==> config.mk <==
export PLATFORM = sky130hd
export DESIGN_NAME = ts_tracklet_unpacker
export DESIGN_NICKNAME = d
export VERILOG_FILES = /design/src/rtl/ts_tracklet_unpacker_pkg.sv /design/src/rtl/ts_tracklet_skid_buf.sv /design/src/rtl/ts_tracklet_unpacker.sv
export SDC_FILE = /design/constraint.sdc
export NUM_CORES = 1
export LEC_CHECK = 0
export BUFFER_PORTS_ARGS = -buffer_cell sky130_fd_sc_hd__clkbuf_2
export CAP_MARGIN = 40
export CORE_MARGIN = 3
export CORE_UTILIZATION = 51
export CTS_CLUSTER_SIZE = 30
export DETAILED_ROUTE_END_ITERATION = 7
export GPL_TIMING_DRIVEN = 0
export PLACE_DENSITY = 0.85
export SYNTH_ARGS = -nofsm -noshare
export SYNTH_HDL_FRONTEND = slang
export SYNTH_HIERARCHICAL = 1
export SYNTH_SLANG_ARGS = --single-unit
==> constraint.sdc <==
create_clock -name clk -period 6.25 [get_ports clk]
set_clock_uncertainty 0.2 [all_clocks]
set_input_delay 0.9375 -clock clk [delete_from_list [all_inputs] [get_ports clk]]
set_output_delay 0.9375 -clock clk [all_outputs]
set_load 0.005 [all_outputs]
==> src/rtl/ts_tracklet_unpacker_pkg.sv <==
// Tracklet word layout shared by the tracklet FIFO read side, plus unpacker constants.
// The field macros mirror the project constants include; TS_UNPACK_BUF_DEPTH lives alongside them.
`ifndef TS_TRACKLET_CONSTANTS_SVH
`define TS_TRACKLET_CONSTANTS_SVH
`define STUB_X_IDX_BITS            5
`define STUB_X_PHY_BITS            8
`define STUB_Z_IDX_BITS            5
`define STUB_Z_PHY_BITS            8
`define CROSSING_NUMBER_BITS       4
`define STRUCT_TRACKLET_DATA_BITS  56
`define TRACKLET_IN_X_IDX_LSB      0
`define TRACKLET_IN_X_IDX_MSB      4
`define TRACKLET_IN_X_PHY_LSB      5
`define TRACKLET_IN_X_PHY_MSB      12
`define TRACKLET_IN_Z_IDX_LSB      13
`define TRACKLET_IN_Z_IDX_MSB      17
`define TRACKLET_IN_Z_PHY_LSB      18
`define TRACKLET_IN_Z_PHY_MSB      25
`define TRACKLET_OUT_X_IDX_LSB     26
`define TRACKLET_OUT_X_IDX_MSB     30
`define TRACKLET_OUT_X_PHY_LSB     31
`define TRACKLET_OUT_X_PHY_MSB     38
`define TRACKLET_OUT_Z_IDX_LSB     39
`define TRACKLET_OUT_Z_IDX_MSB     43
`define TRACKLET_OUT_Z_PHY_LSB     44
`define TRACKLET_OUT_Z_PHY_MSB     51
`define TRACKLET_CROSSING_LSB      52
`define TRACKLET_CROSSING_MSB      55
`define TS_UNPACK_BUF_DEPTH        2
`endif

package ts_tracklet_unpacker_pkg;

   localparam int TRK_W  = `STRUCT_TRACKLET_DATA_BITS;
   localparam int XI_W   = `STUB_X_IDX_BITS;
   localparam int XP_W   = `STUB_X_PHY_BITS;
   localparam int ZI_W   = `STUB_Z_IDX_BITS;
   localparam int ZP_W   = `STUB_Z_PHY_BITS;
   localparam int XING_W = `CROSSING_NUMBER_BITS;

   localparam int IN_X_IDX_LSB  = `TRACKLET_IN_X_IDX_LSB;
   localparam int IN_X_IDX_MSB  = `TRACKLET_IN_X_IDX_MSB;
   localparam int IN_X_PHY_LSB  = `TRACKLET_IN_X_PHY_LSB;
   localparam int IN_X_PHY_MSB  = `TRACKLET_IN_X_PHY_MSB;
   localparam int IN_Z_IDX_LSB  = `TRACKLET_IN_Z_IDX_LSB;
   localparam int IN_Z_IDX_MSB  = `TRACKLET_IN_Z_IDX_MSB;
   localparam int IN_Z_PHY_LSB  = `TRACKLET_IN_Z_PHY_LSB;
   localparam int IN_Z_PHY_MSB  = `TRACKLET_IN_Z_PHY_MSB;
   localparam int OUT_X_IDX_LSB = `TRACKLET_OUT_X_IDX_LSB;
   localparam int OUT_X_IDX_MSB = `TRACKLET_OUT_X_IDX_MSB;
   localparam int OUT_X_PHY_LSB = `TRACKLET_OUT_X_PHY_LSB;
   localparam int OUT_X_PHY_MSB = `TRACKLET_OUT_X_PHY_MSB;
   localparam int OUT_Z_IDX_LSB = `TRACKLET_OUT_Z_IDX_LSB;
   localparam int OUT_Z_IDX_MSB = `TRACKLET_OUT_Z_IDX_MSB;
   localparam int OUT_Z_PHY_LSB = `TRACKLET_OUT_Z_PHY_LSB;
   localparam int OUT_Z_PHY_MSB = `TRACKLET_OUT_Z_PHY_MSB;
   localparam int XING_LSB      = `TRACKLET_CROSSING_LSB;
   localparam int XING_MSB      = `TRACKLET_CROSSING_MSB;

   localparam int BUF_DEPTH_BASE = `TS_UNPACK_BUF_DEPTH;

   // The first-of-crossing flag travels with the word through the output buffer.
   typedef struct packed {
      logic             first;
      logic [TRK_W-1:0] word;
   } skid_entry_t;

   function automatic logic [XING_W-1:0] word_xing(input logic [TRK_W-1:0] w);
      return w[XING_MSB:XING_LSB];
   endfunction

endpackage

==> src/rtl/ts_tracklet_skid_buf.sv <==
// Small synchronous circular buffer with occupancy; head entry is visible combinationally.
// A pop and a push in the same cycle on a full buffer are both honoured.
module ts_tracklet_skid_buf #(
   parameter int W     = 8,
   parameter int DEPTH = 2,
   localparam int OCC_W = $clog2(DEPTH + 1),
   localparam int PTR_W = (DEPTH > 1) ? $clog2(DEPTH) : 1
) (
   input  logic             clk,
   input  logic             reset,
   input  logic             push,
   input  logic [W-1:0]     push_data,
   input  logic             pop,
   output logic [W-1:0]     head_data,
   output logic             empty,
   output logic [OCC_W-1:0] occupancy
);

   logic [W-1:0]     mem_q [DEPTH];
   logic [W-1:0]     mem_d [DEPTH];
   logic [PTR_W-1:0] rd_ptr_q, rd_ptr_d;
   logic [PTR_W-1:0] wr_ptr_q, wr_ptr_d;
   logic [OCC_W-1:0] occ_q, occ_d;
   logic             do_pop, do_push;

   function automatic logic [PTR_W-1:0] next_ptr(input logic [PTR_W-1:0] p);
      return (p == PTR_W'(DEPTH - 1)) ? '0 : p + PTR_W'(1);
   endfunction

   always_comb begin
      do_pop   = pop && (occ_q != '0);
      do_push  = push && ((occ_q != OCC_W'(DEPTH)) || do_pop);
      mem_d    = mem_q;
      rd_ptr_d = rd_ptr_q;
      wr_ptr_d = wr_ptr_q;
      if (do_push) begin
         mem_d[wr_ptr_q] = push_data;
         wr_ptr_d        = next_ptr(wr_ptr_q);
      end
      if (do_pop) begin
         rd_ptr_d = next_ptr(rd_ptr_q);
      end
      occ_d = occ_q + OCC_W'(do_push) - OCC_W'(do_pop);
   end

   always_ff @(posedge clk or negedge reset) begin
      if (!reset) begin
         for (int i = 0; i < DEPTH; i++) begin
            mem_q[i] <= '0;
         end
         rd_ptr_q <= '0;
         wr_ptr_q <= '0;
         occ_q    <= '0;
      end else begin
         mem_q    <= mem_d;
         rd_ptr_q <= rd_ptr_d;
         wr_ptr_q <= wr_ptr_d;
         occ_q    <= occ_d;
      end
   end

   assign head_data = mem_q[rd_ptr_q];
   assign empty     = (occ_q == '0);
   assign occupancy = occ_q;

endmodule

==> src/rtl/ts_tracklet_unpacker.sv <==
// Tracklet FIFO read side: pops packed words, buffers them and splits them into stub fields.
// Optional per-crossing accept counter enabled by defining TS_TRACKLET_CNT_EN.
module ts_tracklet_unpacker
   import ts_tracklet_unpacker_pkg::*;
#(
   parameter int RD_LATENCY = 1,
   parameter int CNT_BITS   = 8
) (
   input  logic                     clk,
   input  logic                     reset,
   input  logic [TRK_W-1:0]         fifo_dout,
   input  logic                     fifo_empty,
   output logic                     fifo_rd_en,
   input  logic                     out_ready,
   output logic                     out_valid,
   output logic                     out_first,
   output logic signed [XI_W-1:0]   in_stub_x_idx,
   output logic signed [XP_W-1:0]   in_stub_x_phy,
   output logic signed [ZI_W-1:0]   in_stub_z_idx,
   output logic signed [ZP_W-1:0]   in_stub_z_phy,
   output logic signed [XI_W-1:0]   out_stub_x_idx,
   output logic signed [XP_W-1:0]   out_stub_x_phy,
   output logic signed [ZI_W-1:0]   out_stub_z_idx,
   output logic signed [ZP_W-1:0]   out_stub_z_phy,
   output logic [XING_W-1:0]        crossing_num
`ifdef TS_TRACKLET_CNT_EN
   ,
   output logic [CNT_BITS-1:0]      trk_count
`endif
);

   localparam int BUF_DEPTH = BUF_DEPTH_BASE + RD_LATENCY - 1;
   localparam int OCC_W     = $clog2(BUF_DEPTH + 1);
   localparam int ENT_W     = $bits(skid_entry_t);

   if (RD_LATENCY < 1 || RD_LATENCY > 2 || CNT_BITS < 1) begin : g_param_check
      $error("ts_tracklet_unpacker: RD_LATENCY must be 1 or 2 and CNT_BITS at least 1");
   end

   logic [RD_LATENCY-1:0] inflight_q, inflight_d;
   logic [XING_W-1:0]     last_xing_q, last_xing_d;
   logic                  last_xing_valid_q, last_xing_valid_d;
   logic                  run_q, run_d;

   logic [OCC_W-1:0]      occ;
   logic [OCC_W:0]        pending;
   logic                  buf_empty;
   logic                  landing, accept, buf_push, buf_pop;
   skid_entry_t           land_ent, head_ent, shown_ent;
   logic [ENT_W-1:0]      head_bits;

   ts_tracklet_skid_buf #(
      .W     (ENT_W),
      .DEPTH (BUF_DEPTH)
   ) u_skid_buf (
      .clk       (clk),
      .reset     (reset),
      .push      (buf_push),
      .push_data (land_ent),
      .pop       (buf_pop),
      .head_data (head_bits),
      .empty     (buf_empty),
      .occupancy (occ)
   );

   assign head_ent = skid_entry_t'(head_bits);

   // A word landing on an empty buffer is presented straight from fifo_dout, so the
   // first word needs no extra register stage; it is only stored if not accepted.
   always_comb begin
      run_d          = 1'b1;
      landing        = inflight_q[RD_LATENCY-1];
      land_ent.first = !last_xing_valid_q || (word_xing(fifo_dout) != last_xing_q);
      land_ent.word  = fifo_dout;
      out_valid      = !buf_empty || landing;
      accept         = out_valid && out_ready;
      buf_pop        = accept && !buf_empty;
      buf_push       = landing && !(buf_empty && out_ready);

      pending = {1'b0, occ};
      for (int i = 0; i < RD_LATENCY; i++) begin
         pending = pending + (OCC_W + 1)'(inflight_q[i]);
      end
      fifo_rd_en = run_q && !fifo_empty && (pending < (OCC_W + 1)'(BUF_DEPTH));
      inflight_d = RD_LATENCY'({inflight_q, fifo_rd_en});

      last_xing_d       = last_xing_q;
      last_xing_valid_d = last_xing_valid_q;
      if (landing) begin
         last_xing_d       = word_xing(fifo_dout);
         last_xing_valid_d = 1'b1;
      end

      shown_ent = '0;
      if (!buf_empty) begin
         shown_ent = head_ent;
      end else if (landing) begin
         shown_ent = land_ent;
      end
   end

   // run_q holds off reads for the first cycle after reset release.
   always_ff @(posedge clk or negedge reset) begin
      if (!reset) begin
         inflight_q        <= '0;
         last_xing_q       <= '0;
         last_xing_valid_q <= 1'b0;
         run_q             <= 1'b0;
      end else begin
         inflight_q        <= inflight_d;
         last_xing_q       <= last_xing_d;
         last_xing_valid_q <= last_xing_valid_d;
         run_q             <= run_d;
      end
   end

   assign out_first      = shown_ent.first;
   assign in_stub_x_idx  = $signed(shown_ent.word[IN_X_IDX_MSB:IN_X_IDX_LSB]);
   assign in_stub_x_phy  = $signed(shown_ent.word[IN_X_PHY_MSB:IN_X_PHY_LSB]);
   assign in_stub_z_idx  = $signed(shown_ent.word[IN_Z_IDX_MSB:IN_Z_IDX_LSB]);
   assign in_stub_z_phy  = $signed(shown_ent.word[IN_Z_PHY_MSB:IN_Z_PHY_LSB]);
   assign out_stub_x_idx = $signed(shown_ent.word[OUT_X_IDX_MSB:OUT_X_IDX_LSB]);
   assign out_stub_x_phy = $signed(shown_ent.word[OUT_X_PHY_MSB:OUT_X_PHY_LSB]);
   assign out_stub_z_idx = $signed(shown_ent.word[OUT_Z_IDX_MSB:OUT_Z_IDX_LSB]);
   assign out_stub_z_phy = $signed(shown_ent.word[OUT_Z_PHY_MSB:OUT_Z_PHY_LSB]);
   assign crossing_num   = shown_ent.word[XING_MSB:XING_LSB];

`ifdef TS_TRACKLET_CNT_EN
   logic [CNT_BITS-1:0] trk_count_q, trk_count_d;

   always_comb begin
      trk_count_d = trk_count_q;
      if (accept) begin
         if (out_first) begin
            trk_count_d = CNT_BITS'(1);
         end else if (trk_count_q != '1) begin
            trk_count_d = trk_count_q + CNT_BITS'(1);
         end
      end
   end

   always_ff @(posedge clk or negedge reset) begin
      if (!reset) begin
         trk_count_q <= '0;
      end else begin
         trk_count_q <= trk_count_d;
      end
   end

   assign trk_count = trk_count_q;
`endif

endmodule

==> impl_metrics.py, run 1 <==
metrics = {
    "cells_and_area": {
        "mostFrequentLayoutCell": "dfrtp_1",
        "nNetsFinal": 743,
        "nFillCells": 930,
        "multi_input_area_mm2": 0.00291,
        "layout-drive-gt1-share": 0.494,
        "post-route-cell-area_mm2": 0.00794,
        "diodes": 0,
        "area_delta_synth_final_pct": 21.4,
        "ff_latch_area_mm2": 0.00313,
        "final_cell_mix": "dfrtp_1 (125), clkbuf_2 (117), mux2_2 (114)",
    },
    "die": {
        "chipHeight_um": 119,
        "io_pins": 119,
        "die-area_mm2": 0.0142,
        "rows": 40,
        "core_area_mm2": 0.0123,
        "floorplan.initialDensity": 0.533,
        "die_w_um": 119,
    },
    "grt": {
        "grt_usage": 0.228,
        "grt_use_met1": 0.274,
        "antenna_found_initial": 0,
        "use_met2": 0.391,
        "grt_pass1_vias": 4951,
        "grtUsageMet3": 0.0408,
        "grt_pass1_wl_mm": 25.4,
        "grt_max_degree": 70,
        "gr-total-overflow": 0,
        "gr-max-usage-layer": "met2",
    },
    "clocking": {
        "cts_tree": "built",
        "postCtsSetupBuffers": 0,
        "hold_buffers": 0,
        "root_buffer": "clkbuf_16",
        "path_clk_slew_ns": 0.06,
        "ctsResizeCount": 0,
        "cts_sinks": 125,
        "clock_latency_ns": 0.41,
        "htree_levels": 4,
        "cts_buffers": 17,
        "cts_buffer_depth": 2,
    },
    "yosys": {
        "synth_simple_gate_area_frac": 0.0544,
        "synth-compound-area-share": 0.0618,
        "ys_seq_area_frac": 0.479,
        "synth-adder-area-share": 0.00383,
        "yosys.cell_types.count": 32,
        "synthesis.nets": 605,
        "syn_area_per_cell_um2": 12.0,
        "synth_seq_cells": 125,
        "synth_xor_area_frac": 0.0107,
        "muxShareOfSynthArea": 0.314,
        "synth_flop_cell": "dfrtp_1",
        "ys.warnings.count": 6,
        "async_reset_ff_frac": 1.00,
        "synth_cells": 543,
        "synth_top_family_by_area": "multiplexers",
        "syn_area_mm2": 0.00654,
        "synth_edf_count": 0,
    },
    "job": {
        "cap_violations": 0,
    },
    "sta": {
        "timing.fmax_ghz": 0.304,
        "rsz0062_at_grt": "no",
        "tightest_slew_ns": 0.888,
        "finalSetupTns_ns": 0,
        "fin_crit_sh": 0.527,
        "setup_violations": 0,
        "drv_slew": 0,
        "finalCriticalPeriod_ns": 3.29,
        "hold_violations": 0,
        "slew_headroom": 0.408,
    },
    "route": {
        "post_drt_wl_per_cell_um": 18.1,
        "vias": 4577,
        "ant_nets": 0,
        "routed_wl_mm": 15.6,
        "viasPerCell": 5.31,
        "drt_iter0_markers": 303,
        "drc": 0,
        "first_pass_iters": 4,
    },
    "critical_path": {
        "critPathBufInv": 4,
        "crit_family": "buffers and inverters",
        "cp-endpoint": "out_stub_x_idx[4]",
        "crit_start": "u_skid_buf/occupancy[0]",
        "cp_slowest_stage_delay_ns": 0.45,
        "r2r_cells": 8,
        "critPathKind": "reg -> out",
        "rr_startpoint": "u_skid_buf/occupancy[0]",
        "cp.arrival_ns": 2.15,
        "critPathRequiredTime_ns": 5.11,
        "cp.depth": 8,
        "cp_max_fo": 10,
        "worst_path_max_delay_cell": "dfrtp_1",
        "cp-start-kind": "flop",
        "rrSetupSlack_ns": 3.31,
        "setup.worst_path.end_class": "primary output",
        "crit_chain": "nor2_1 -> buf_6 -> and2_4 -> buf_12 -> buf_8 -> nand2_1 -> o21ai_0 -> clkbuf_2",
        "reg2reg_to": "u_skid_buf/mem_q[51]",
    },
    "pwr": {
        "leakage_nw": 3.72,
        "cellPowerDensity_mw_per_mm2": 536,
        "ir_drop_v": 0.000223,
    },
    "placed_design": {
        "gp_congestion": 0.821,
        "place_area_mm2": 0.00737,
        "port_buffers": 118,
        "dpl.hpwl_mm": 10.9,
    },
    "worst_hold_path": {
        "hp-class": "in -> async",
    },
    "run_status": {
        "outcome": "complete, no violations",
    },
}
-- synth_stat cells, types with 4 or more instances --
cell type | n | area [um2]
clkbuf_1 | 7 | 26.3
o21ai_1 | 13 | 65.1
inv_1 | 58 | 218
buf_6 | 11 | 124
mux2_2 | 114 | 1280
mux2_4 | 51 | 766
o2bb2ai_1 | 5 | 43.8
buf_8 | 5 | 75.1
buf_2 | 5 | 25.0
dfrtp_1 | 125 | 3130
nand2_1 | 59 | 221
xor2_1 | 4 | 35.0
nand3_1 | 5 | 25.0
o21ai_0 | 54 | 270
xnor2_1 | 4 | 35.0
-- metal layers --
metal / share of wire / wire length [um]
met1: 0.42 / 6570
met2: 0.51 / 7950
met3: 0.035 / 552
met4: 0.034 / 525
met5: 0 / 0
-- logic make-up after synthesis --
group | Yosys count
buffers and inverters | 90
AND/OR/NAND/NOR | 77
multiplexers | 165
adder cells (fa/ha/maj) | 2
AO/OA/AOI/OAI | 75
flip-flops | 125
XOR/XNOR | 8
other | 1
-- layout make-up --
type / count / share of cell area
timing repair buffer: 119 / 0.0790
buffer: 32 / 0.0355
clock inverter: 11 / 0.0117
multi-input combinational: 328 / 0.366
sequential: 125 / 0.394
inverter: 58 / 0.0274
clock buffer: 21 / 0.0593
tap: 168 / 0.0265
-- flip-flops by register name, summed over array words and instances (netlist names) --
signal / flops
inflight_q: 1
last_xing_q: 4
last_xing_valid_q: 1
run_q: 1
u_skid_buf/mem_q: 114
u_skid_buf/occupancy: 2
u_skid_buf/rd_ptr_q: 1
u_skid_buf/wr_ptr_q: 1
-- per-stage QoR --
| stage | setup slack (ns) | util | hold slack (ns) | total power, mW | instances |
|---|---|---|---|---|---|
| after CTS | 2.95 | 0.647 | 0.290 | 4.28 | 862 |
| after global routing | 2.79 | 0.647 | 0.300 | 4.53 | 862 |
| final | 2.96 | 0.647 | 0.288 | 4.26 | 862 |
| after detailed placement | 3.18 | 0.601 | 0.274 | 3.33 | 830 |
| after floorplan | 3.54 | - | 0.251 | 2.66 | 543 |
| after global placement | 2.25 | 0.598 | 0.267 | 3.21 | 829 |
-- worst reg2reg max path, cell delays in order, from the launching register on --
cell,delay (ns)
dfrtp_1,0.45
nor2_1,0.15
buf_6,0.17
buf_2,0.18
a21boi_0,0.47
nand2_1,0.32
nor2_4,0.31
buf_6,0.21
mux2_2,0.36
-- power by group --
part	leakage (nW)	switching, mW	internal [mW]
Combinational	1.95	0.846	1.06
Sequential	1.51	0.225	1.21
Clock	0.267	0.349	0.573
Total	3.72	1.42	2.84
-- worst min-delay path by stage --
stage                     cells past startpoint  slack [ns]            startpoint                     to
after global routing                          1        0.30  u_skid_buf/mem_q[30]   u_skid_buf/mem_q[30]
after global placement                        1        0.27  u_skid_buf/mem_q[14]   u_skid_buf/mem_q[14]
after CTS                                     1        0.29  u_skid_buf/mem_q[30]   u_skid_buf/mem_q[30]
final                                         1        0.29                 reset  u_skid_buf/mem_q[110]
after floorplan                               1        0.25  u_skid_buf/mem_q[13]   u_skid_buf/mem_q[13]
after detailed placement                      1        0.27  u_skid_buf/mem_q[29]   u_skid_buf/mem_q[29]
(Power assumes the default switching activity.)
==> run 2, diff against run 1 <==
--- a/config.mk
+++ b/config.mk
@@ -12,7 +12,7 @@
 export CTS_CLUSTER_SIZE = 30
 export DETAILED_ROUTE_END_ITERATION = 7
 export GPL_TIMING_DRIVEN = 0
-export PLACE_DENSITY = 0.85
+export PLACE_DENSITY = 0.88
 export SYNTH_ARGS = -nofsm -noshare
 export SYNTH_HDL_FRONTEND = slang
 export SYNTH_HIERARCHICAL = 1
==> constraint.sdc (replaced) <==
create_clock -name clk -period 2.85 [get_ports clk]
set_clock_uncertainty 0.2 [all_clocks]
set_input_delay 0.4275 -clock clk [delete_from_list [all_inputs] [get_ports clk]]
set_output_delay 0.4275 -clock clk [all_outputs]
set_load 0.005 [all_outputs]
==> run 2 against run 1 <==
Effect of this change: clock-buffer cell count rose by 5; core utilization rose by 0.57 points; flip-flop and latch count did not move; power rose by 120%; non-clock buffer count did not move; critical endpoint is now in_stub_z_phy[7]; largest power group unchanged; combinational power rose by 120%; cell count rose by 0.12%; register-to-register slack got worse by 3.2 ns; highest routed layer unchanged; final area rose by 0.88%.
==> impl_metrics.py, run 2 (synthesis gave the netlist of run 1 again) <==
metrics = {
    "clocking": {
        "path_clk_slew_ns": 0.05,
        "cts_buffers": 17,
        "postCtsSetupBuffers": 0,
        "root_buffer": "clkbuf_16",
        "htree_levels": 4,
        "clock_latency_ns": 0.42,
        "cts_sinks": 125,
        "cts_tree": "built",
        "cts_buffer_depth": 2,
    },
    "grt": {
        "grt_usage": 0.231,
        "grt_pass1_wl_mm": 25.8,
        "gr-max-usage-layer": "met2",
        "gr-total-overflow": 0,
        "grt_max_degree": 66,
        "use_met2": 0.389,
        "grtUsageMet3": 0.0489,
        "antenna_found_initial": 1,
        "grt_use_met1": 0.276,
        "grt_pass1_vias": 5008,
    },
    "worst_hold_path": {
        "min_to": "inflight_q",
        "hp-start": "fifo_empty",
        "hp-class": "in -> reg",
        "hold_depth": 2,
    },
    "critical_path": {
        "critPathRequiredTime_ns": 2.22,
        "r2r_cells": 8,
        "setup.worst_path.end_class": "primary output",
        "rr_startpoint": "u_skid_buf/occupancy[0]",
        "worst_path_max_delay_cell": "dfrtp_1",
        "cp_slowest_stage_delay_ns": 0.37,
        "cp-start-kind": "flop",
        "critPathBufInv": 4,
        "rrSetupSlack_ns": 0.13,
        "critPathKind": "reg -> out",
        "reg2reg_to": "u_skid_buf/mem_q[34]",
        "cp.arrival_ns": 2.11,
        "crit_chain": "buf_2 -> clkbuf_4 -> mux2_2 -> inv_1 -> o21ai_0 -> clkbuf_2",
        "crit_family": "buffers and inverters",
        "cp_max_fo": 10,
    },
    "die": {
        "chipHeight_um": 119,
        "floorplan.initialDensity": 0.533,
        "rows": 40,
        "core_area_mm2": 0.0123,
        "io_pins": 119,
        "die-area_mm2": 0.0142,
        "die_w_um": 119,
    },
    "route": {
        "first_pass_iters": 4,
        "vias": 4547,
        "drc": 0,
        "post_drt_wl_per_cell_um": 18.2,
        "drt_iter0_markers": 299,
        "routed_wl_mm": 15.7,
        "ant_nets": 0,
        "viasPerCell": 5.27,
    },
    "cells_and_area": {
        "regMostFlops": "u_skid_buf/mem_q",
        "nFillCells": 924,
        "final_cell_mix": "dfrtp_1 (125), clkbuf_2 (119), mux2_2 (114)",
        "mostFrequentLayoutCell": "dfrtp_1",
        "layout-drive-gt1-share": 0.494,
        "largest_register_ffs": 114,
        "nNetsFinal": 743,
        "ff_latch_area_mm2": 0.00313,
        "multi_input_area_mm2": 0.00291,
        "post-route-cell-area_mm2": 0.00801,
        "area_delta_synth_final_pct": 22.5,
        "post-route-util": 0.653,
    },
    "sta": {
        "drv_slew": 0,
        "timing.fmax_ghz": 0.365,
        "slew_headroom": 0.479,
        "setup_violations": 0,
        "tightest_slew_ns": 0.781,
        "hold_violations": 0,
        "rsz0062_at_grt": "no",
        "fin_crit_sh": 0.962,
        "finalCriticalPeriod_ns": 2.74,
    },
    "run_status": {
        "outcome": "complete, no violations",
    },
    "placed_design": {
        "dpl.hpwl_mm": 11.0,
        "gp_congestion": 0.802,
        "place_area_mm2": 0.00737,
        "port_buffers": 118,
    },
    "pwr": {
        "total_power_mw": 9.57,
        "cellPowerDensity_mw_per_mm2": 1200,
        "ir_drop_v": 0.000557,
        "leakage_nw": 3.77,
    },
    "job": {
        "cap_violations": 0,
    },
}
## run 2: changes by cell type in the layout (fill, tap and decap cells not counted), moves of 2 or more
cell,previous run,this run
clkinvlp_4,5,0
buf_2,5,3
bufinv_16,1,3
clkbuf_2,117,119
clkbuf_4,0,2
clkbuf_8,4,6
clkinv_2,5,3
## run 2: worst max-delay path by stage
stage               cells after the start  slack (ns)                    to                     from
finish                                  6        0.11      in_stub_z_phy[7]      u_skid_buf/rd_ptr_q
global placement                        1       -0.61  u_skid_buf/mem_q[83]                    reset
floorplan                               8        0.44  u_skid_buf/mem_q[23]  u_skid_buf/occupancy[0]
CTS                                     8        0.01      in_stub_z_phy[7]  u_skid_buf/occupancy[0]
detailed placement                      8       -0.10  u_skid_buf/mem_q[22]  u_skid_buf/occupancy[0]
global route                            8        0.01  u_skid_buf/mem_q[51]  u_skid_buf/occupancy[0]
## run 2: where the power goes
part | internal [mW] | total [mW] | switching [mW] | leakage, nW
Combinational | 2.33 | 4.18 | 1.85 | 1.96
Clock | 1.49 | 2.24 | 0.755 | 0.304
Sequential | 2.65 | 3.15 | 0.505 | 1.51
## run 2: routing by layer
layer  routed length [um]  share of wire
met5                    0              0
met4                  499          0.032
met3                  660          0.042
met2                 8080           0.51
met1                 6500           0.41
## run 2: final cells by class
cell class,count,share of cell area
sequential,125,0.391
multi-input combinational,328,0.364
timing repair buffer,120,0.0796
clock buffer,26,0.0636
buffer,31,0.0356
inverter,58,0.0272
tap,168,0.0263
clock inverter,6,0.0131
antenna,1,0.000313
## run 2: worst register-to-register path, delay by kind of cell (launching register included)
kind | cells | cell delay, ns
DFF | 1 | 0.46
muxes | 1 | 0.36
buffers and inverters | 3 | 0.55
and+or+nand+nor | 3 | 0.71
AOI/OAI and AO/OA | 1 | 0.34
## run 2: per-stage QoR
stage               worst slack (ns)  instances  hold slack [ns]  setup TNS [ns]
floorplan                      0.441        543          -0.0681               0
global placement              -0.614        829            0.266          -75.81
detailed placement            -0.104        830            0.250           -4.55
CTS                          0.00994        863           0.0229               0
global route                  0.0110        863           0.0555               0
finish                         0.108        863           0.0283               0
## run 2: what timing repair did
| item | in CTS | in global routing |
|---|---|---|
| gates cloned | 0 | 0 |
| hold buffers | 1 | 0 |
| resized for setup | 2 | 5 |
| hold endpoints to repair | 60 | 0 |
| pin swaps | 0 | 0 |
| setup endpoints to repair | 71 | 97 |
